`config.mk`:
```
export PLATFORM = sky130hd
export DESIGN_NAME = audio_sample_packer_flat
export DESIGN_NICKNAME = d
export VERILOG_FILES = /design/src/rtl/audio_sample_packer_pkg.sv /design/src/rtl/audio_sample_packer_if.sv /design/src/rtl/audio_sample_packer_fifo.sv /design/src/rtl/audio_sample_packer.sv /design/src/flat_wrapper.sv
export SDC_FILE = /design/constraint.sdc
export NUM_CORES = 1
export LEC_CHECK = 0
export ABC_AREA = 1
export CAP_MARGIN = 20
export CORE_MARGIN = 2
export CORE_UTILIZATION = 50
export DETAILED_ROUTE_END_ITERATION = 12
export GPL_TIMING_DRIVEN = 0
export HOLD_SLACK_MARGIN = 0.08
export PLACE_DENSITY_LB_ADDON = 0.3
export SYNTH_ARGS = -nofsm -noshare
export SYNTH_HDL_FRONTEND = slang
export SYNTH_HIERARCHICAL = 1
export SYNTH_SLANG_ARGS = --single-unit
```
`constraint.sdc`:
```
create_clock -name clk_audio -period 18.4 [get_ports clk_audio]
set_clock_uncertainty 0.15 [all_clocks]
set_input_delay 5.52 -clock clk_audio [delete_from_list [all_inputs] [get_ports clk_audio]]
set_output_delay 5.52 -clock clk_audio [all_outputs]
set_load 0.02 [all_outputs]
```
`src/rtl/audio_sample_packer_pkg.sv`:
```
// Shared types for the HDMI audio sample packer: group record, layout and
// fill-state enums, IEC 60958 block length.
package hdmi_audio_pkg;

    localparam int IEC_FRAMES_PER_BLOCK = 192;

    // One Audio Sample Packet worth of samples: 4 subpackets of an L/R pair.
    typedef struct packed {
        logic [3:0][1:0][23:0] sample;
        logic [3:0]            present;
        logic [3:0]            frame_start;
        logic [7:0]            frame_counter;
    } audio_group_t;

    typedef enum logic {
        LAYOUT_0 = 1'b0,
        LAYOUT_1 = 1'b1
    } audio_layout_e;

    // Packer state is the index of the next subpacket to fill in layout 0.
    typedef enum logic [1:0] {
        FILL_0 = 2'd0,
        FILL_1 = 2'd1,
        FILL_2 = 2'd2,
        FILL_3 = 2'd3
    } fill_state_e;

endpackage

```
`src/rtl/audio_sample_packer_if.sv`:
```
// Sample input and group output bundle of the audio sample packer.
// Handshake: in_valid is a one-cycle strobe with no back-pressure; a group
// transfers on the output whenever out_valid & out_ready are both high at a
// clk_audio edge, out_valid never depends on out_ready, and the out_* payload
// stays stable (and is zero) while out_valid is low.
interface audio_sample_packer_if #(
    parameter int AUDIO_BIT_WIDTH = 16,
    parameter int CHANNELS        = 2
);
    logic                                     in_valid;
    logic [CHANNELS-1:0][AUDIO_BIT_WIDTH-1:0] in_sample;
    logic                                     flush;
    logic                                     out_valid;
    logic                                     out_ready;
    logic [3:0][1:0][23:0]                    out_sample;
    logic [3:0]                               out_present;
    logic [3:0]                               out_frame_start;
    logic [7:0]                               out_frame_counter;
    logic                                     out_layout;
    logic [15:0]                              overflow_count;

    // Sample source / group consumer side.
    modport master (
        output in_valid, in_sample, flush, out_ready,
        input  out_valid, out_sample, out_present, out_frame_start,
               out_frame_counter, out_layout, overflow_count
    );

    // Packer side.
    modport slave (
        input  in_valid, in_sample, flush, out_ready,
        output out_valid, out_sample, out_present, out_frame_start,
               out_frame_counter, out_layout, overflow_count
    );
endinterface

```
`src/rtl/audio_sample_packer_fifo.sv`:
```
// audio_group_fifo: single-clock first-word-fall-through FIFO of audio groups.
// A push while full is accepted only when a pop happens in the same cycle.
module audio_group_fifo
    import hdmi_audio_pkg::*;
#(
    parameter int  DEPTH = 4,
    parameter type T     = audio_group_t
) (
    input  logic clk_audio,
    input  logic reset,
    input  logic push,
    input  T     push_data,
    input  logic pop,
    output T     head,
    output logic full,
    output logic empty
);
    localparam int AW = $clog2(DEPTH);

    T              mem [DEPTH];
    logic [AW-1:0] wr_ptr;
    logic [AW-1:0] rd_ptr;
    logic [AW:0]   count;
    logic          do_push;
    logic          do_pop;

    assign empty   = (count == '0);
    assign full    = (count == (AW+1)'(DEPTH));
    assign do_pop  = pop & ~empty;
    assign do_push = push & (~full | do_pop);
    assign head    = mem[rd_ptr];

    // Pointer and occupancy bookkeeping.
    always_ff @(posedge clk_audio) begin
        if (reset) begin
            wr_ptr <= '0;
            rd_ptr <= '0;
            count  <= '0;
        end else begin
            if (do_push) wr_ptr <= wr_ptr + 1'b1;
            if (do_pop)  rd_ptr <= rd_ptr + 1'b1;
            case ({do_push, do_pop})
                2'b10:   count <= count + 1'b1;
                2'b01:   count <= count - 1'b1;
                default: count <= count;
            endcase
        end
    end

    // Storage write; contents are don't-care until a slot is pushed.
    always_ff @(posedge clk_audio) begin
        if (do_push) mem[wr_ptr] <= push_data;
    end

endmodule

```
`src/rtl/audio_sample_packer.sv`:
```
// audio_sample_packer: left-justifies audio samples to 24 b, tracks the
// IEC 60958 frame number and groups samples into HDMI Audio Sample Packet
// groups (layout 0 for 2 ch, layout 1 for 4/6/8 ch) buffered in a FIFO.
// Optional feature macro: AUDIO_SAMPLE_PACKER_PARTIAL_FLUSH_EN enables
// flushing a partially filled layout-0 group.
module audio_sample_packer
    import hdmi_audio_pkg::*;
#(
    parameter int AUDIO_BIT_WIDTH = 16,
    parameter int CHANNELS        = 2,
    parameter int DEPTH           = 4
) (
    input  logic                  clk_audio,
    input  logic                  reset,
    audio_sample_packer_if.slave  bus,
    output fill_state_e           dbg_fill_state
);
    localparam audio_layout_e LAYOUT = (CHANNELS > 2) ? LAYOUT_1 : LAYOUT_0;

    fill_state_e      fill_state, nxt_state;
    audio_group_t     acc, nxt_acc, cap_group, push_group, head;
    logic [7:0]       frame_cnt, nxt_frame;
    logic [7:0][23:0] words;
    logic             push, pop, full, empty, drop;
    logic             unused_flush;

    assign unused_flush = bus.flush;
    assign pop          = bus.out_ready & ~empty;
    assign drop         = push & full & ~pop;

    // Left-justify every channel into a fixed 8-slot array.
    always_comb begin
        words = '0;
        for (int c = 0; c < CHANNELS; c++) begin
            words[c] = 24'(bus.in_sample[c]) << (24 - AUDIO_BIT_WIDTH);
        end
    end

    // State register: fill index, partial group and frame counter.
    always_ff @(posedge clk_audio) begin
        if (reset) begin
            fill_state <= FILL_0;
            acc        <= '0;
            frame_cnt  <= '0;
        end else begin
            fill_state <= nxt_state;
            acc        <= nxt_acc;
            frame_cnt  <= nxt_frame;
        end
    end

    // Next state: capture the sample, decide whether a group is pushed.
    always_comb begin
        nxt_state  = fill_state;
        nxt_acc    = acc;
        nxt_frame  = frame_cnt;
        cap_group  = acc;
        push_group = '0;
        push       = 1'b0;
        if (bus.in_valid) begin
            nxt_frame = (frame_cnt == 8'(IEC_FRAMES_PER_BLOCK - 1)) ? 8'd0 : frame_cnt + 8'd1;
            if (LAYOUT == LAYOUT_1) begin
                for (int i = 0; i < 4; i++) begin
                    if (i < CHANNELS / 2) begin
                        push_group.sample[i][0]   = words[2*i];
                        push_group.sample[i][1]   = words[2*i+1];
                        push_group.present[i]     = 1'b1;
                        push_group.frame_start[i] = (frame_cnt == 8'd0);
                    end
                end
                push_group.frame_counter = frame_cnt;
                push = 1'b1;
            end else begin
                cap_group.sample[fill_state][0]   = words[0];
                cap_group.sample[fill_state][1]   = words[1];
                cap_group.present[fill_state]     = 1'b1;
                cap_group.frame_start[fill_state] = (frame_cnt == 8'd0);
                if (fill_state == FILL_0) cap_group.frame_counter = frame_cnt;
                if (fill_state == FILL_3) begin
                    push_group = cap_group;
                    push       = 1'b1;
                    nxt_state  = FILL_0;
                    nxt_acc    = '0;
                end else begin
                    nxt_state = fill_state_e'(fill_state + 2'd1);
                    nxt_acc   = cap_group;
                end
            end
        end
`ifdef AUDIO_SAMPLE_PACKER_PARTIAL_FLUSH_EN
        // Flush applies after any coincident sample; absent subpackets are already zero.
        if (LAYOUT == LAYOUT_0 && bus.flush && !push && nxt_state != FILL_0) begin
            push_group = nxt_acc;
            push       = 1'b1;
            nxt_state  = FILL_0;
            nxt_acc    = '0;
        end
`endif
    end

    // Saturating count of groups dropped because the FIFO was full.
    always_ff @(posedge clk_audio) begin
        if (reset) begin
            bus.overflow_count <= '0;
        end else if (drop && bus.overflow_count != 16'hFFFF) begin
            bus.overflow_count <= bus.overflow_count + 16'd1;
        end
    end

    audio_group_fifo #(.DEPTH(DEPTH), .T(audio_group_t)) u_fifo (
        .clk_audio (clk_audio),
        .reset     (reset),
        .push      (push),
        .push_data (push_group),
        .pop       (pop),
        .head      (head),
        .full      (full),
        .empty     (empty)
    );

    // Outputs: head payload gated to zero while the FIFO is empty.
    always_comb begin
        bus.out_valid         = ~empty;
        bus.out_layout        = LAYOUT;
        dbg_fill_state        = fill_state;
        bus.out_sample        = '0;
        bus.out_present       = '0;
        bus.out_frame_start   = '0;
        bus.out_frame_counter = '0;
        if (!empty) begin
            bus.out_sample        = head.sample;
            bus.out_present       = head.present;
            bus.out_frame_start   = head.frame_start;
            bus.out_frame_counter = head.frame_counter;
        end
    end

endmodule

```
`src/flat_wrapper.sv`:
```
// flat-port wrapper written by rule: the top's interface ports become plain ports
module audio_sample_packer_flat import hdmi_audio_pkg::*;
#(
    parameter int AUDIO_BIT_WIDTH = 16,
    parameter int CHANNELS        = 2,
    parameter int DEPTH           = 4
)
  (clk_audio, reset, dbg_fill_state, bus_in_valid, bus_in_sample, bus_flush, bus_out_ready, bus_out_valid, bus_out_sample, bus_out_present, bus_out_frame_start, bus_out_frame_counter, bus_out_layout, bus_overflow_count);
  audio_sample_packer_if #(.AUDIO_BIT_WIDTH(AUDIO_BIT_WIDTH), .CHANNELS(CHANNELS)) bus_i ();
  input  logic clk_audio;
  input  logic reset;
  output fill_state_e dbg_fill_state;
  input wire logic [$bits(bus_i.in_valid)-1:0] bus_in_valid;
  input wire logic [$bits(bus_i.in_sample)-1:0] bus_in_sample;
  input wire logic [$bits(bus_i.flush)-1:0] bus_flush;
  input wire logic [$bits(bus_i.out_ready)-1:0] bus_out_ready;
  output wire logic [$bits(bus_i.out_valid)-1:0] bus_out_valid;
  output wire logic [$bits(bus_i.out_sample)-1:0] bus_out_sample;
  output wire logic [$bits(bus_i.out_present)-1:0] bus_out_present;
  output wire logic [$bits(bus_i.out_frame_start)-1:0] bus_out_frame_start;
  output wire logic [$bits(bus_i.out_frame_counter)-1:0] bus_out_frame_counter;
  output wire logic [$bits(bus_i.out_layout)-1:0] bus_out_layout;
  output wire logic [$bits(bus_i.overflow_count)-1:0] bus_overflow_count;
  assign bus_i.in_valid = bus_in_valid;
  assign bus_i.in_sample = bus_in_sample;
  assign bus_i.flush = bus_flush;
  assign bus_i.out_ready = bus_out_ready;
  assign bus_out_valid = bus_i.out_valid;
  assign bus_out_sample = bus_i.out_sample;
  assign bus_out_present = bus_i.out_present;
  assign bus_out_frame_start = bus_i.out_frame_start;
  assign bus_out_frame_counter = bus_i.out_frame_counter;
  assign bus_out_layout = bus_i.out_layout;
  assign bus_overflow_count = bus_i.overflow_count;
  audio_sample_packer #(.AUDIO_BIT_WIDTH(AUDIO_BIT_WIDTH), .CHANNELS(CHANNELS), .DEPTH(DEPTH)) u_core (.clk_audio(clk_audio), .reset(reset), .bus(bus_i), .dbg_fill_state(dbg_fill_state));
endmodule
```
==> out/metrics.cfg, run 1 <==
[clock_tree]
clock_tree.root_cell = clkbuf_16
cts_tree = built
post_cts_resize_count = 0
ctsHoldBuffers = 0
clock_sinks = 1025
htree_levels = 3
numCtsBuffers = 103
clk_path_buf_depth = 3
cts_setup_buffers = 0
clk_latency_ns = 0.67
cts.clk_slew.worst_paths_ns = 0.06

[setup_path]
r2r_end = u_core/u_fifo/mem[2][161]
crit_path_cell_trace = nor2_1 -> nand2_1 -> inv_1 -> clkbuf_1 -> buf_8 -> clkbuf_1 -> buf_2 -> nor2_1 -> clkdlybuf4s50_1
cp_slowest_stage_delay_ns = 0.65
r2r-start = u_core/dbg_fill_state[0]
critPathLaunchType = flop
crit_type = flop to output pin
ff2ff_path_depth = 11
cp_slowest_cell = clkbuf_1
crit_arrival_ns = 3.80
endpoint = bus_out_sample[181]
startpoint = u_core/u_fifo/count[1]
crit_required_ns = 12.73
worstPathMaxFanout = 10
endpoint_kind = output pin
rrSetupSlack_ns = 13.03

[finish]
stdcell_area_um2 = 50800
n_antenna_cell = 0
drive_gt1_share_pct = 6.82
areaGrowthSynthToFinish_pct = 20.2
final_nets = 4604

[synth]
synth_simple_gate_area_share_pct = 12.7
yosysWarnings = 6
synthCells = 4091
synth_area_per_cell_um2 = 10.3
synthAdderAreaFrac_pct = 0.373
synthXorXnorAreaFrac_pct = 0.0414
synth_top_area_share_pct = 59.1
synth_cell_types = 32
synth_top_family_by_area = simple AND/OR/NAND/NOR gates
ys.flop_type = edfxtp_1
ys_seq_area_share_pct = 68.3
synthMuxAreaShare_pct = 0
synthArstFlopShare_pct = 0
synth_area_leaders = edfxtp_1 59%, dfxtp_1 9.1%, nor2_1 7.5%
ys_ff_latch = 1025
synth_compound_area_share_pct = 10.9
synth_edf_count = 832
yosysTopAreaCell = edfxtp_1
netlist_area_um2 = 42300

[pwr]
p_total_mw = 4.86
p_per_area_nw_per_um2 = 95.7
ir_drop_v = 0.0000683
p_leak_nw = 17.6

[worst_hold_path]
hold_depth = 2
min_path_type = flop to flop

[sta]
post-route-min-period_ns = 9.47
setup_viol = 0
grt_setup_unrepaired = no
fmax_mhz = 106
worst_pin_slew_ns = 1.05
drv_slew = 0
fin_ws_ns = 8.93
hold_viol = 0
tns_ns = 0
period_share_pct = 51.5
slew_headroom_pct = 30.2

[die]
ios = 265
fp-row-count = 106
start_util_pct = 50.5
core_um2 = 83700
die-area_um2 = 86900
die_h_um = 295
die_w_um = 295

[job]
maxCapViolCount = 0

[place]
place_congestion = 0.902
place_ws_ns = 8.43
numPortBuffers = 261
dp_hpwl_um = 78500
place_area_um2 = 47300

[routing]
post-route-drc-count = 0
totalWireLength_um = 117000
antenna_left = 0
drt-initial-drc-count = 3615
vias = 31300
drt-vias-per-instance = 5.41
wl_per_cell_um = 20.2
drtPass1Iterations = 7

[run_status]
outcome = finished, final reports clean

[grt]
grt_max_degree = 31
grt.busiest_layer = met2
groute.layer.met3.usage_pct = 4.28
overflow = 0
grt.total_usage_pct = 26.5
grt.met1_usage_pct = 35.7
use_met2_pct = 43.6
grt_pass1_vias = 29900
antenna_found_initial = 2
grt_pass1_wl_um = 173000

==> per-layer routing <==
layer | up-vias | wire (µm)
li1 | 14600 | -
met1 | 15000 | 46100
met2 | 1506 | 55800
met3 | 191 | 11200
met4 | 2 | 3750
met5 | - | 10
==> state kept, by name, summed over array words and instances (netlist names), named ones only <==
name / cells
u_core/acc: 158
u_core/bus.overflow_count: 16
u_core/dbg_fill_state: 2
u_core/frame_cnt: 8
u_core/u_fifo/count: 3
u_core/u_fifo/mem: 832
u_core/u_fifo/rd_ptr: 2
u_core/u_fifo/wr_ptr: 2
==> worst max-delay path, delay by kind of cell (launching register included) <==
family                 cells  cell delay [ns]
buffers and inverters      6             2.36
DFF                        1             0.33
and+or+nand+nor            3             0.42
==> area by class of cell <==
cell class | count | area (µm²)
buffer | 260 | 1200
clock buffer | 133 | 2860
clock inverter | 62 | 667
fill | 6648 | 32900
inverter | 546 | 2050
multi-input combinational | 2324 | 10400
sequential | 1025 | 28800
tap | 1134 | 1420
timing repair buffer | 295 | 3320
==> Yosys cell counts, types with 2 or more instances <==
library cell,number
or2_2,3
nor2_1,843
clkinv_1,4
edfxtp_1,832
nand3_1,28
nand4_1,3
buf_4,28
clkbuf_1,141
dfxtp_1,193
nor2_4,2
buf_1,9
inv_2,2
o21ai_0,497
o21ai_1,37
buf_2,77
inv_1,540
nand2_1,390
nor3_1,102
a21oi_1,127
buf_6,3
ha_1,11
o22ai_1,208
clkbuf_2,2
==> cells in the final DEF (no fill, tap or decap), types with 77 or more instances in the layout <==
cell type,synthesis,final
nor2_1,843,839
nor3_1,102,102
dfxtp_1,193,193
clkbuf_1,141,160
nand2_1,390,390
o22ai_1,208,208
o21ai_0,497,497
a21oi_1,127,127
inv_1,540,540
clkdlybuf4s50_1,0,261
clkbuf_16,0,109
edfxtp_1,832,832
buf_2,77,77
==> worst min-delay path by stage <==
stage	start	endpoint	slack, ns
floorplan	u_core/acc[112]	u_core/acc[112]	0.28
CTS	u_core/acc[65]	u_core/acc[65]	0.29
finish	u_core/acc[65]	u_core/acc[65]	0.29
detailed placement	u_core/acc[65]	u_core/acc[65]	0.29
global placement	u_core/acc[66]	u_core/acc[66]	0.28
global route	u_core/acc[66]	u_core/acc[66]	0.30
==> logic make-up after synthesis <==
kind of cell	count (synthesis)
buffers and inverters	806
xor gates and xnor gates	2
other	1
adders and majority gates	12
and+or+nand+nor	1374
DFF	1025
AOI/OAI and AO/OA	871
==> stage by stage <==
stage | utilization, % | std cells | hold WS [ns]
finish | 60.7 | 5779 | 0.294
global placement | 55.6 | 5550 | 0.281
CTS | 60.7 | 5779 | 0.294
detailed placement | 56.5 | 5584 | 0.285
floorplan | - | 4155 | 0.275
global route | 60.7 | 5779 | 0.304
==> power by group <==
group | switching [mW] | leakage [nW] | internal [mW]
Clock | 0.872 | 1.72 | 1.28
Combinational | 0.149 | 6.54 | 0.0583
Sequential | 0.00815 | 9.36 | 2.49
Note: power is estimated with default switching activity, not from simulation.
==> run 2, diff against run 1 <==
==> constraint.sdc (replaced) <==
create_clock -name clk_audio -period 9.1 [get_ports clk_audio]
set_clock_uncertainty 0.15 [all_clocks]
set_input_delay 2.73 -clock clk_audio [delete_from_list [all_inputs] [get_ports clk_audio]]
set_output_delay 2.73 -clock clk_audio [all_outputs]
set_load 0.02 [all_outputs]
==> out/metrics.cfg, run 2 (synthesis results as in run 1) <==
[run_status]
outcome = finished, final reports clean  ; unchanged

[pwr]
ir_drop_v = 0.000143  ; was 0.0000683 V
power_frac_comb_pct = 4.5  ; was 4.3%
p_leak_nw = 17.3  ; was 17.6 nW
p_int_mw = 7.49  ; was 3.83 mW
p_sw_share_pct = 21.6  ; was 21.2%
p_sw_mw = 2.06  ; was 1.03 mW
p_per_area_nw_per_um2 = 189  ; was 95.7 nW/µm²
seqPwrFrac_pct = 53.0  ; was 51.5%
pwr-share-clk_pct = 42.5  ; was 44.3%

[grt]
grt_max_degree = 30  ; was 31
grt.total_usage_pct = 26.3  ; was 26.5%
antenna_found_initial = 2  ; unchanged
grt_pass1_vias = 29100  ; was 29900
overflow = 0  ; unchanged
grt_pass1_wl_um = 171000  ; was 173000 µm

[clock_tree]
clock_sinks = 1025  ; unchanged
cts_setup_buffers = 0  ; unchanged
clk_path_buf_depth = 3  ; unchanged
htree_levels = 3  ; unchanged
cts_tree = built  ; unchanged
ctsHoldBuffers = 0  ; unchanged
cts.clk_slew.worst_paths_ns = 0.06  ; about the same
numCtsBuffers = 100  ; was 103
post_cts_resize_count = 0  ; unchanged
clock_tree.root_cell = clkbuf_16  ; unchanged
clk_latency_ns = 0.67  ; about the same

[setup_path]
crit_path_cell_trace = nor2_1 -> nand2_1 -> inv_1 -> clkbuf_1 -> clkbuf_1 -> buf_2 -> nor2_1 -> clkdlybuf4s50_1  ; was nor2_1 -> nand2_1 -> inv_1 -> clkbuf_1 -> buf_8 -> clkbuf_1 -> buf_2 -> nor2_1 -> clkdlybuf4s50_1
cp_slowest_stage_delay_ns = 0.82  ; was 0.65 ns
startpoint = u_core/u_fifo/count[1]  ; unchanged
rrSetupSlack_ns = 3.69  ; was 13.03 ns
r2r-start = u_core/dbg_fill_state[0]  ; unchanged
critical_path_depth = 8  ; was 9
ff2ff_path_depth = 12  ; was 11
critPathLaunchType = flop  ; unchanged
crit_family = buffers and inverters  ; unchanged
endpoint_kind = output pin  ; unchanged
crit_buf_inv = 5  ; was 6
crit_type = flop to output pin  ; unchanged
r2r_end = u_core/u_fifo/mem[1][159]  ; was u_core/u_fifo/mem[2][161]
cp_slowest_cell = clkbuf_1  ; unchanged
crit_required_ns = 6.22  ; was 12.73 ns
worstPathMaxFanout = 10  ; unchanged
crit_arrival_ns = 4.11  ; was 3.80 ns

[finish]
finalNonFillerCells = 5771  ; was 5779
final_nets = 4601  ; was 4604
reg_top3 = u_core/u_fifo/mem: 832 flops, u_core/acc: 158 flops, u_core/bus.overflow_count: 16 flops  ; unchanged
final_cell_mix = 839 x nor2_1, 832 x edfxtp_1, 540 x inv_1, 497 x o21ai_0, 390 x nand2_1  ; unchanged
drive_gt1_share_pct = 6.67  ; was 6.82%
largest-register = u_core/u_fifo/mem  ; unchanged
final_common_cell = nor2_1  ; unchanged
areaGrowthSynthToFinish_pct = 19.6  ; was 20.2%
stdcell_area_um2 = 50500  ; was 50800 µm²
largest_register_ffs = 832  ; unchanged
utilization_pct = 60.4  ; was 60.7%

[sta]
period_share_pct = 76.8
fmax_mhz = 143
setup_viol = 0  ; unchanged
grt_setup_unrepaired = no  ; unchanged
fin_ws_ns = 2.11  ; was 8.93 ns
drv_slew = 0  ; unchanged
post-route-min-period_ns = 6.99
worst_pin_slew_ns = 1.10  ; was 1.05 ns
hold_viol = 0  ; unchanged
slew_headroom_pct = 26.6  ; was 30.2%

[routing]
vias = 31000  ; was 31300
post-route-drc-count = 0  ; unchanged
antenna_left = 0  ; unchanged
drt-vias-per-instance = 5.38  ; was 5.41
drt-initial-drc-count = 3884  ; was 3615
totalWireLength_um = 117000  ; about the same
wl_per_cell_um = 20.2  ; about the same
drtPass1Iterations = 5  ; was 7

[worst_hold_path]
hold_depth = 2  ; unchanged
hold-path-endpoint = u_core/acc[40]  ; was u_core/acc[65]
hold_start = u_core/acc[40]  ; was u_core/acc[65]
min_path_type = flop to flop  ; unchanged

[die]
ios = 265  ; unchanged
die-area_um2 = 86900  ; unchanged
die_w_um = 295  ; unchanged
start_util_pct = 50.5  ; unchanged
fp-row-count = 106  ; unchanged
core_um2 = 83700  ; unchanged
die_h_um = 295  ; unchanged

[place]
dp_hpwl_um = 79300  ; was 78500 µm
place_area_um2 = 47300  ; about the same
numPortBuffers = 261  ; unchanged
dpl.cell_count = 5584  ; unchanged
place_ws_ns = 1.83  ; was 8.43 ns
place_congestion = 0.899  ; was 0.902

[job]
maxCapViolCount = 0  ; unchanged

## run 2: cell count changes in the layout (fill, tap and decap cells not counted), sizes merged
cell	before	now
diode	0	1
clkinvlp	7	8
clkinv	43	46
bufinv	13	7
clkbuf	276	269
## run 2: worst max-delay path by stage
stage / end
CTS: bus_out_sample[181]
global route: bus_out_sample[183]
finish: bus_out_sample[181]
detailed placement: u_core/u_fifo/mem[1][163]
global placement: u_core/u_fifo/mem[3][164]
floorplan: u_core/u_fifo/mem[0][0]
## run 2: power by group through the flow
stage / clock network, mW / registers (mW) / logic [mW]
6_report: 4.06 / 5.06 / 0.426
5_1_grt: 4.29 / 5.06 / 0.465
4_1_cts: 4.10 / 5.06 / 0.419
3_5_place_dp: 0 / 5.16 / 0.417
3_3_place_gp: 0 / 5.17 / 0.406
2_1_floorplan: 0 / 5.16 / 0.235
## run 2: area by class of cell
cell class / instances / area [µm²]
Antenna cell: 1 / 2.50
Buffer: 260 / 1200
Clock buffer: 126 / 2730
Clock inverter: 60 / 510
Fill cell: 6751 / 33100
Inverter: 546 / 2050
Multi-Input combinational cell: 2324 / 10400
Sequential cell: 1025 / 28800
Tap cell: 1134 / 1420
Timing Repair Buffer: 295 / 3360
## run 2: per-layer routing
| layer | wire length [µm] | global-route usage, % | share of wire, % | up-vias |
|---|---|---|---|---|
| met4 | 3840 | 9.53 | 3.3 | 4 |
| met5 | 26 | 0 | 0.022 | - |
| met2 | 55900 | 42.6 | 48 | 1368 |
| met3 | 10900 | 5.02 | 9.3 | 190 |
| met1 | 46100 | 35.6 | 39 | 14900 |
| li1 | - | - | - | 14600 |
## run 2: stage by stage
step	hold slack [ns]	setup TNS, ns	power [mW]
floorplan	0.275	-536.67	5.40
global placement	0.282	-4724.20	5.57
detailed placement	0.288	0	5.58
CTS	0.296	0	9.59
global route	0.307	0	9.82
finish	0.293	0	9.55
## run 2: worst register-to-register path, cell delays in order (launching register included)
cell and delay (ns):
dfxtp_1 0.58, ha_1 0.44, nand2_1 0.26, clkbuf_1 0.46, buf_2 0.37, inv_1 0.38, o21ai_1 0.45, nor2_4 0.91
buf_16 0.26, buf_16 0.18, buf_12 0.22, buf_12 0.23, buf_16 0.21
